## config.mk

```make
export PLATFORM = sky130hd
export DESIGN_NAME = aes_batch_ctrl_flat
export DESIGN_NICKNAME = d
export VERILOG_FILES = /design/src/rtl/aes_ctrl_pkg.sv /design/src/rtl/aes_batch_ctrl_if.sv /design/src/rtl/aes_ref_queue.sv /design/src/rtl/aes_batch_ctrl.sv /design/src/flat_wrapper.sv
export SDC_FILE = /design/constraint.sdc
export NUM_CORES = 1
export LEC_CHECK = 0
export ABC_AREA = 1
export CAP_MARGIN = 20
export CORE_MARGIN = 8
export CORE_UTILIZATION = 57
export DETAILED_ROUTE_END_ITERATION = 8
export PLACE_DENSITY = 0.85
export SLEW_MARGIN = 20
export SYNTH_ARGS = -nofsm -noshare
export SYNTH_HDL_FRONTEND = slang
export SYNTH_HIERARCHICAL = 1
export SYNTH_SLANG_ARGS = --single-unit
```

## constraint.sdc

```tcl
create_clock -name clk -period 7.55 [get_ports clk]
set_input_delay 1.51 -clock clk [delete_from_list [all_inputs] [get_ports clk]]
set_output_delay 1.51 -clock clk [all_outputs]
set_load 0.005 [all_outputs]
```

## src/rtl/aes_ctrl_pkg.sv

```systemverilog
// Shared definitions for the AES loopback batch controller: state encoding,
// default block width, counter widths and a saturating increment helper.
package aes_ctrl_pkg;

  localparam int DATA_W_DEF = 64;
  localparam int LAT_W      = 3;
  localparam int ERR_W      = 8;
  localparam int BLK_W      = 16;

  typedef enum logic [2:0] {
    IDLE     = 3'd0,
    LOAD     = 3'd1,
    ENC_WAIT = 3'd2,
    PUSH     = 3'd3,
    POP      = 3'd4,
    RD_WAIT  = 3'd5,
    DEC_WAIT = 3'd6,
    OUT      = 3'd7
  } state_t;

  function automatic logic [ERR_W-1:0] sat_inc(input logic [ERR_W-1:0] v);
    return (v == '1) ? v : v + ERR_W'(1);
  endfunction

endpackage

```

## src/rtl/aes_batch_ctrl_if.sv

```systemverilog
// Bundle of the controller's plaintext stream, encrypt/decrypt core, FIFO
// control, result stream and status signals. "slave" is the controller's
// view, "master" is the surrounding environment's view.
interface aes_batch_ctrl_if
  import aes_ctrl_pkg::*;
#(
  parameter int DATA_W = DATA_W_DEF
);

  logic              in_valid;
  logic              in_ready;
  logic [DATA_W-1:0] in_data;
  logic [DATA_W-1:0] in_key;
  logic              in_last;

  logic [DATA_W-1:0] enc_pt;
  logic [DATA_W-1:0] enc_key;
  logic [DATA_W-1:0] enc_ct;

  logic              fifo_we;
  logic              fifo_re;
  logic              fifo_full;
  logic              fifo_empty;

  logic [DATA_W-1:0] dec_key;
  logic [DATA_W-1:0] dec_pt;

  logic              out_valid;
  logic              out_ready;
  logic [DATA_W-1:0] out_data;
  logic              out_match;

  logic              busy;
  logic [ERR_W-1:0]  err_cnt;
  logic [BLK_W-1:0]  blk_cnt;
  logic              ovf_err;

  modport slave (
    input  in_valid, in_data, in_key, in_last,
    output in_ready,
    output enc_pt, enc_key,
    input  enc_ct,
    output fifo_we, fifo_re,
    input  fifo_full, fifo_empty,
    output dec_key,
    input  dec_pt,
    output out_valid, out_data, out_match,
    input  out_ready,
    output busy, err_cnt, blk_cnt, ovf_err
  );

  modport master (
    output in_valid, in_data, in_key, in_last,
    input  in_ready,
    input  enc_pt, enc_key,
    output enc_ct,
    input  fifo_we, fifo_re,
    output fifo_full, fifo_empty,
    input  dec_key,
    output dec_pt,
    input  out_valid, out_data, out_match,
    output out_ready,
    input  busy, err_cnt, blk_cnt, ovf_err
  );

endinterface

```

## src/rtl/aes_ref_queue.sv

```systemverilog
// Ring buffer of plaintext blocks kept alongside the ciphertext FIFO so each
// decrypted block can be compared against the block that produced it.
module aes_ref_queue #(
  parameter int DATA_W = 64,
  parameter int DEPTH  = 8
) (
  input  logic                   clk,
  input  logic                   rst,
  input  logic                   push,
  input  logic [DATA_W-1:0]      push_data,
  input  logic                   pop,
  output logic [DATA_W-1:0]      head,
  output logic [$clog2(DEPTH):0] occ
);

  localparam int PTR_W = $clog2(DEPTH);
  localparam int OCC_W = PTR_W + 1;

  logic [DATA_W-1:0] mem [DEPTH];
  logic [PTR_W-1:0]  wr_ptr;
  logic [PTR_W-1:0]  rd_ptr;
  logic [OCC_W-1:0]  count;

  // Storage array; contents need no reset because occupancy gates their use.
  always_ff @(posedge clk) begin
    if (push) begin
      mem[wr_ptr] <= push_data;
    end
  end

  // Pointers wrap naturally at the power-of-two depth; count tracks occupancy.
  always_ff @(posedge clk) begin
    if (rst) begin
      wr_ptr <= '0;
      rd_ptr <= '0;
      count  <= '0;
    end else begin
      if (push) begin
        wr_ptr <= wr_ptr + PTR_W'(1);
      end
      if (pop) begin
        rd_ptr <= rd_ptr + PTR_W'(1);
      end
      if (push && !pop) begin
        count <= count + OCC_W'(1);
      end else if (pop && !push) begin
        count <= count - OCC_W'(1);
      end
    end
  end

  assign head = mem[rd_ptr];
  assign occ  = count;

endmodule

```

## src/rtl/aes_batch_ctrl.sv

```systemverilog
// Batch sequencer for the AES loopback path: accepts plaintext beats under
// one key, runs each through the encrypt core into the FIFO, then drains the
// FIFO through the decrypt core and reports each block with a match flag.
module aes_batch_ctrl
  import aes_ctrl_pkg::*;
#(
  parameter int DATA_W  = DATA_W_DEF,
  parameter int DEPTH   = 8,
  parameter int ENC_LAT = 1,
  parameter int RD_LAT  = 1,
  parameter int DEC_LAT = 1
) (
  input  logic             clk,
  input  logic             rst,
  aes_batch_ctrl_if.slave  bus
);

  localparam int PTR_W = $clog2(DEPTH);
  localparam int OCC_W = PTR_W + 1;

  localparam logic [OCC_W-1:0] OCC_FULL = OCC_W'(DEPTH);
  localparam logic [LAT_W-1:0] ENC_END  = LAT_W'((ENC_LAT > 0) ? ENC_LAT - 1 : 0);
  localparam logic [LAT_W-1:0] RD_END   = LAT_W'((RD_LAT  > 0) ? RD_LAT  - 1 : 0);
  localparam logic [LAT_W-1:0] DEC_END  = LAT_W'((DEC_LAT > 0) ? DEC_LAT - 1 : 0);

  state_t            state;
  state_t            state_nxt;

  logic [DATA_W-1:0] key_q;
  logic [DATA_W-1:0] pt_q;
  logic              last_q;
  logic [LAT_W-1:0]  lat_cnt;

  logic [DATA_W-1:0] out_data_q;
  logic              out_match_q;
  logic [ERR_W-1:0]  err_cnt_q;
  logic [BLK_W-1:0]  blk_cnt_q;
  logic              ovf_q;

  logic              in_ready_c;
  logic              accept;
  logic              fifo_we_c;
  logic              fifo_re_c;
  logic              q_push;
  logic              capture;
  logic              lat_inc;
  logic              ovf_set;
  logic              out_ack;

  logic [DATA_W-1:0] q_head;
  logic [OCC_W-1:0]  occ;

  // The plaintext is only committed to the reference queue once its
  // ciphertext is actually written, so an overflowed block is simply dropped.
  aes_ref_queue #(
    .DATA_W (DATA_W),
    .DEPTH  (DEPTH)
  ) u_queue (
    .clk       (clk),
    .rst       (rst),
    .push      (q_push),
    .push_data (pt_q),
    .pop       (capture),
    .head      (q_head),
    .occ       (occ)
  );

  // State register.
  always_ff @(posedge clk) begin
    if (rst) begin
      state <= IDLE;
    end else begin
      state <= state_nxt;
    end
  end

  // Next-state and strobe decode; wait states leave after their configured latency.
  always_comb begin
    state_nxt  = state;
    in_ready_c = 1'b0;
    accept     = 1'b0;
    fifo_we_c  = 1'b0;
    fifo_re_c  = 1'b0;
    q_push     = 1'b0;
    capture    = 1'b0;
    lat_inc    = 1'b0;
    ovf_set    = 1'b0;
    out_ack    = 1'b0;
    case (state)
      IDLE: begin
        in_ready_c = 1'b1;
        if (bus.in_valid) begin
          accept = 1'b1;
          if (ENC_LAT == 0) begin
            state_nxt = PUSH;
          end else begin
            state_nxt = ENC_WAIT;
          end
        end
      end
      LOAD: begin
        in_ready_c = (occ < OCC_FULL);
        if (in_ready_c && bus.in_valid) begin
          accept = 1'b1;
          if (ENC_LAT == 0) begin
            state_nxt = PUSH;
          end else begin
            state_nxt = ENC_WAIT;
          end
        end
      end
      ENC_WAIT: begin
        if (lat_cnt == ENC_END) begin
          state_nxt = PUSH;
        end else begin
          lat_inc = 1'b1;
        end
      end
      PUSH: begin
        if (!bus.fifo_full) begin
          fifo_we_c = 1'b1;
          q_push    = 1'b1;
        end else begin
          ovf_set = 1'b1;
        end
        if (last_q || ((occ + OCC_W'(q_push)) == OCC_FULL)) begin
          state_nxt = POP;
        end else begin
          state_nxt = LOAD;
        end
      end
      POP: begin
        if ((occ == '0) || bus.fifo_empty) begin
          state_nxt = IDLE;
        end else begin
          fifo_re_c = 1'b1;
          state_nxt = RD_WAIT;
        end
      end
      RD_WAIT: begin
        if (lat_cnt == RD_END) begin
          if (DEC_LAT == 0) begin
            capture   = 1'b1;
            state_nxt = OUT;
          end else begin
            state_nxt = DEC_WAIT;
          end
        end else begin
          lat_inc = 1'b1;
        end
      end
      DEC_WAIT: begin
        if (lat_cnt == DEC_END) begin
          capture   = 1'b1;
          state_nxt = OUT;
        end else begin
          lat_inc = 1'b1;
        end
      end
      OUT: begin
        if (bus.out_ready) begin
          out_ack   = 1'b1;
          state_nxt = POP;
        end
      end
      default: begin
        state_nxt = IDLE;
      end
    endcase
  end

  // Latency counter restarts whenever a wait state is left or not yet entered.
  always_ff @(posedge clk) begin
    if (rst) begin
      lat_cnt <= '0;
    end else if (lat_inc) begin
      lat_cnt <= lat_cnt + LAT_W'(1);
    end else begin
      lat_cnt <= '0;
    end
  end

  // Beat capture; the key is only taken on the first beat of a batch.
  always_ff @(posedge clk) begin
    if (rst) begin
      key_q  <= '0;
      pt_q   <= '0;
      last_q <= 1'b0;
    end else if (accept) begin
      pt_q   <= bus.in_data;
      last_q <= bus.in_last;
      if (state == IDLE) begin
        key_q <= bus.in_key;
      end
    end
  end

  // Result register holds the decrypted block and its comparison until consumed.
  always_ff @(posedge clk) begin
    if (rst) begin
      out_data_q  <= '0;
      out_match_q <= 1'b0;
    end else if (capture) begin
      out_data_q  <= bus.dec_pt;
      out_match_q <= (bus.dec_pt == q_head);
    end
  end

  // Running statistics: delivered blocks, saturating mismatches, sticky overflow.
  always_ff @(posedge clk) begin
    if (rst) begin
      blk_cnt_q <= '0;
      err_cnt_q <= '0;
      ovf_q     <= 1'b0;
    end else begin
      if (out_ack) begin
        blk_cnt_q <= blk_cnt_q + BLK_W'(1);
        if (!out_match_q) begin
          err_cnt_q <= sat_inc(err_cnt_q);
        end
      end
      if (ovf_set) begin
        ovf_q <= 1'b1;
      end
    end
  end

  assign bus.in_ready  = in_ready_c;
  assign bus.enc_pt    = pt_q;
  assign bus.enc_key   = key_q;
  assign bus.dec_key   = key_q;
  assign bus.fifo_we   = fifo_we_c;
  assign bus.fifo_re   = fifo_re_c;
  assign bus.out_valid = (state == OUT);
  assign bus.out_data  = out_data_q;
  assign bus.out_match = out_match_q;
  assign bus.busy      = (state != IDLE);
  assign bus.err_cnt   = err_cnt_q;
  assign bus.blk_cnt   = blk_cnt_q;
  assign bus.ovf_err   = ovf_q;

endmodule

```

## src/flat_wrapper.sv

```systemverilog
// flat-port wrapper written by rule: the top's interface ports become plain ports
module aes_batch_ctrl_flat import aes_ctrl_pkg::*;
#(
  parameter int DATA_W  = DATA_W_DEF,
  parameter int DEPTH   = 8,
  parameter int ENC_LAT = 1,
  parameter int RD_LAT  = 1,
  parameter int DEC_LAT = 1
)
  (clk, rst, bus_in_valid, bus_in_data, bus_in_key, bus_in_last, bus_in_ready, bus_enc_pt, bus_enc_key, bus_enc_ct, bus_fifo_we, bus_fifo_re, bus_fifo_full, bus_fifo_empty, bus_dec_key, bus_dec_pt, bus_out_valid, bus_out_data, bus_out_match, bus_out_ready, bus_busy, bus_err_cnt, bus_blk_cnt, bus_ovf_err);
  aes_batch_ctrl_if #(.DATA_W(DATA_W)) bus_i ();
  input  logic clk;
  input  logic rst;
  input wire logic [$bits(bus_i.in_valid)-1:0] bus_in_valid;
  input wire logic [$bits(bus_i.in_data)-1:0] bus_in_data;
  input wire logic [$bits(bus_i.in_key)-1:0] bus_in_key;
  input wire logic [$bits(bus_i.in_last)-1:0] bus_in_last;
  output wire logic [$bits(bus_i.in_ready)-1:0] bus_in_ready;
  output wire logic [$bits(bus_i.enc_pt)-1:0] bus_enc_pt;
  output wire logic [$bits(bus_i.enc_key)-1:0] bus_enc_key;
  input wire logic [$bits(bus_i.enc_ct)-1:0] bus_enc_ct;
  output wire logic [$bits(bus_i.fifo_we)-1:0] bus_fifo_we;
  output wire logic [$bits(bus_i.fifo_re)-1:0] bus_fifo_re;
  input wire logic [$bits(bus_i.fifo_full)-1:0] bus_fifo_full;
  input wire logic [$bits(bus_i.fifo_empty)-1:0] bus_fifo_empty;
  output wire logic [$bits(bus_i.dec_key)-1:0] bus_dec_key;
  input wire logic [$bits(bus_i.dec_pt)-1:0] bus_dec_pt;
  output wire logic [$bits(bus_i.out_valid)-1:0] bus_out_valid;
  output wire logic [$bits(bus_i.out_data)-1:0] bus_out_data;
  output wire logic [$bits(bus_i.out_match)-1:0] bus_out_match;
  input wire logic [$bits(bus_i.out_ready)-1:0] bus_out_ready;
  output wire logic [$bits(bus_i.busy)-1:0] bus_busy;
  output wire logic [$bits(bus_i.err_cnt)-1:0] bus_err_cnt;
  output wire logic [$bits(bus_i.blk_cnt)-1:0] bus_blk_cnt;
  output wire logic [$bits(bus_i.ovf_err)-1:0] bus_ovf_err;
  assign bus_i.in_valid = bus_in_valid;
  assign bus_i.in_data = bus_in_data;
  assign bus_i.in_key = bus_in_key;
  assign bus_i.in_last = bus_in_last;
  assign bus_in_ready = bus_i.in_ready;
  assign bus_enc_pt = bus_i.enc_pt;
  assign bus_enc_key = bus_i.enc_key;
  assign bus_i.enc_ct = bus_enc_ct;
  assign bus_fifo_we = bus_i.fifo_we;
  assign bus_fifo_re = bus_i.fifo_re;
  assign bus_i.fifo_full = bus_fifo_full;
  assign bus_i.fifo_empty = bus_fifo_empty;
  assign bus_dec_key = bus_i.dec_key;
  assign bus_i.dec_pt = bus_dec_pt;
  assign bus_out_valid = bus_i.out_valid;
  assign bus_out_data = bus_i.out_data;
  assign bus_out_match = bus_i.out_match;
  assign bus_i.out_ready = bus_out_ready;
  assign bus_busy = bus_i.busy;
  assign bus_err_cnt = bus_i.err_cnt;
  assign bus_blk_cnt = bus_i.blk_cnt;
  assign bus_ovf_err = bus_i.ovf_err;
  aes_batch_ctrl #(.DATA_W(DATA_W), .DEPTH(DEPTH), .ENC_LAT(ENC_LAT), .RD_LAT(RD_LAT), .DEC_LAT(DEC_LAT)) u_core (.clk(clk), .rst(rst), .bus(bus_i));
endmodule
```

==> results.json <==
{
  "status": "completed",
  "cp-start-kind": "input pin",
  "slew_viol_final": 0,
  "leakage_uw": 0.0143,
  "min_from": "u_core/bus.ovf_err",
  "syn_to_final_growth_pct": 23.0,
  "finalWirelength_um": 88700,
  "crit_path_top_delay_cell": "clkdlybuf4s50_1",
  "numPlacedInstances": 4110,
  "critPathArrivalTime_ns": 2.85,
  "cap_violations": 0,
  "switchingPower_uw": 1930,
  "whs_path_depth": 2,
  "layout_common_cells": "nor2_1 (655), nand2_1 (619), edfxtp_1 (512)",
  "cts_setup_buffers": 0,
  "ctsResizeCount": 0,
  "timing.final.crit_share_pct": 57.7,
  "antenna_found_initial": 4,
  "first_pass_iters": 6,
  "synth_area_per_cell_um2": 9.88,
  "power.density_nw_per_um2": 232,
  "cp.required_ns": 6.04,
  "hp-class": "reg2reg",
  "synth.distinct_cells": 35,
  "finalHoldViolations": 0,
  "syn_area_um2": 31000,
  "crit_path_max_incr_delay_ns": 0.52,
  "path_clk_slew_ns": 0.06,
  "grt_pass1_wl_um": 135000,
  "share_comb_of_total_power_pct": 6.0,
  "grt_usage_pct": 27.4,
  "dpl_cell_area_um2": 35600,
  "stdcell_area_um2": 38100,
  "crit_fanout": 6,
  "yosys_warnings": 6,
  "initialDrtViolationCount": 2256,
  "vias": 23900,
  "vias_per_cell": 5.62,
  "die_w_um": 249,
  "root_buffer": "clkbuf_16",
  "grt_pass1_vias": 23700,
  "skew_ns": 0.0436,
  "syn_nets": 3413,
  "routabilityCongestion": 0.818,
  "nNetsFinal": 3766,
  "final_common_cell": "nor2_1",
  "cts_buffers": 75,
  "reg2regPathDepth": 18,
  "seqPwrFrac_pct": 51.2,
  "fmax_mhz": 229,
  "ant_nets": 0,
  "ctsHoldBuffers": 0,
  "stdcell_count": 4253,
  "whs_endpoint": "u_core/bus.ovf_err",
  "p_clk_share_pct": 42.8,
  "clockBufferDepth": 3,
  "path_common_cell": "clkdlybuf4s50_1",
  "path_class": "in2out",
  "fin_setup_tns_ns": 0,
  "overflow": 0,
  "rsz0062_at_grt": "false",
  "tightest_slew_ns": 1.14,
  "floorplan.initialDensity_pct": 57.6,
  "drive_gt1_share_pct": 5.26,
  "worst_hold_slack_ns": 0.452,
  "rr_endpoint": "u_core/bus.out_match",
  "crit_path_end_kind": "output pin",
  "placementRows": 85,
  "post_drt_wl_per_cell_um": 20.9,
  "clk_latency_ns": 0.64,
  "power.total_uw": 8860,
  "die_y_um": 249,
  "grt_max_degree": 194,
  "seq_area_frac_synth_pct": 65.0,
  "io_buffers": 485,
  "ioPinCount": 550,
  "cts_tree": "yes",
  "setup_viol": 0,
  "cts.sinks": 750,
  "path_cells": "clkdlybuf4s50_1, nor3_1, buf_4, clkdlybuf4s50_1",
  "cts_htree_levels": 3,
  "p_int_uw": 6930,
  "drc": 0,
  "fin_crit_ns": 4.36,
  "dp_hpwl_um": 53300,
  "die-area_um2": 62100,
  "max_slew_margin_pct": 23.6,
  "synthCells": 3138,
  "coreArea_um2": 53800,
  "ys_ff_latch": 750,
  "ir_drop_mv": 0.186,
  "ff2ff_setup_slack_ns": 3.80,
  "p_sw_share_pct": 21.8
}
==> power groups by stage <==
stage / logic, µW / clock network (µW) / registers [µW]
global route: 570 / 3980 / 4540
CTS: 531 / 3840 / 4530
finish: 531 / 3790 / 4530
detailed placement: 525 / 0 / 4620
floorplan: 227 / 0 / 4590
global placement: 516 / 0 / 4620
==> registers in the layout, indices dropped and copies added, names as in the netlist, named ones only <==
register / flops
u_core/u_queue/mem: 512
u_core/bus.ovf_err: 1
u_core/u_queue/occ: 4
u_core/last_q: 1
u_core/u_queue/wr_ptr: 3
u_core/bus.out_data: 64
u_core/bus.blk_cnt: 16
u_core/bus.dec_key: 64
u_core/u_queue/rd_ptr: 3
u_core/bus.err_cnt: 8
u_core/lat_cnt: 3
u_core/state: 3
u_core/bus.out_match: 1
u_core/bus.enc_pt: 64
==> synthesized netlist by cell type <==
master | instances | share of area [%]
o21ai_0 | 312 | 5.0
ha_1 | 11 | 0.44
nand2_2 | 1 | 0.020
a211oi_1 | 2 | 0.048
nor2_8 | 1 | 0.065
o21bai_2 | 1 | 0.036
clkbuf_1 | 66 | 0.80
nor2_2 | 1 | 0.020
nor3_4 | 2 | 0.10
inv_2 | 4 | 0.048
nand2_1 | 621 | 7.5
buf_1 | 7 | 0.085
xor2_1 | 5 | 0.14
nand3b_4 | 1 | 0.065
clkbuf_2 | 16 | 0.26
buf_6 | 27 | 0.98
nor2_4 | 3 | 0.11
o21ai_1 | 25 | 0.40
nand2_4 | 2 | 0.073
xnor2_1 | 40 | 1.1
nor3b_1 | 3 | 0.073
nor2_1 | 664 | 8.0
nand4_1 | 4 | 0.081
inv_4 | 1 | 0.020
buf_2 | 57 | 0.92
fa_1 | 1 | 0.065
nand4_2 | 1 | 0.040
nand3_1 | 146 | 2.4
buf_4 | 69 | 1.7
inv_1 | 100 | 1.2
or2_2 | 5 | 0.10
a21oi_1 | 183 | 3.0
nor3_1 | 6 | 0.097
dfxtp_1 | 238 | 15
edfxtp_1 | 512 | 50
==> stage by stage <==
step	setup slack [ns]	util, %
final	3.19	70.9
after global routing	3.11	70.9
after CTS	3.18	70.9
after detailed placement	3.03	66.2
after global placement	3.08	66.2
after floorplan	1.92	-
==> area by class of cell <==
| type | count | area (µm²) |
|---|---|---|
| antenna | 3 | 7.51 |
| tap | 696 | 871 |
| sequential | 750 | 20100 |
| clock buffer | 104 | 2100 |
| timing repair buffer | 518 | 5110 |
| inverter | 105 | 402 |
| fill | 3597 | 15700 |
| clock inverter | 36 | 425 |
| multi-input combinational | 2041 | 9070 |
==> critical path: cells and delay by family <==
| kind | cells | cell delay [ns] |
|---|---|---|
| and+or+nand+nor | 1 | 0.19 |
| buffers and inverters | 3 | 1.15 |
==> per-layer routing <==
layer | up-vias | global-route usage [%] | share of wire [%]
met1 | 11300 | 33.0 | 37
li1 | 11100 | - | -
met2 | 1273 | 47.5 | 50
met4 | 2 | 10.6 | 3.1
met3 | 182 | 6.56 | 9.9
met5 | - | 0 | 0.015
==> cell families after synthesis <==
| family | count (synthesis) | share of synthesized area [%] |
|---|---|---|
| flip-flops | 750 | 65.0 |
| adder cells (fa/ha/maj) | 12 | 0.509 |
| AO/OA/AOI/OAI | 523 | 8.48 |
| buffers and inverters | 347 | 5.99 |
| AND/OR/NAND/NOR | 1461 | 18.8 |
| XOR/XNOR | 45 | 1.27 |
==> how the worst max path moves through the flow <==
stage                                            to          start  slack, ns
after floorplan            u_core/u_queue/mem[0][0]  bus_fifo_full       1.92
after global placement    u_core/u_queue/mem[2][34]  bus_fifo_full       3.08
after detailed placement  u_core/u_queue/mem[2][30]  bus_fifo_full       3.03
after CTS                               bus_fifo_we  bus_fifo_full       3.18
after global routing                    bus_fifo_we  bus_fifo_full       3.11
final                                   bus_fifo_we  bus_fifo_full       3.19
(Power assumes the default switching activity.)
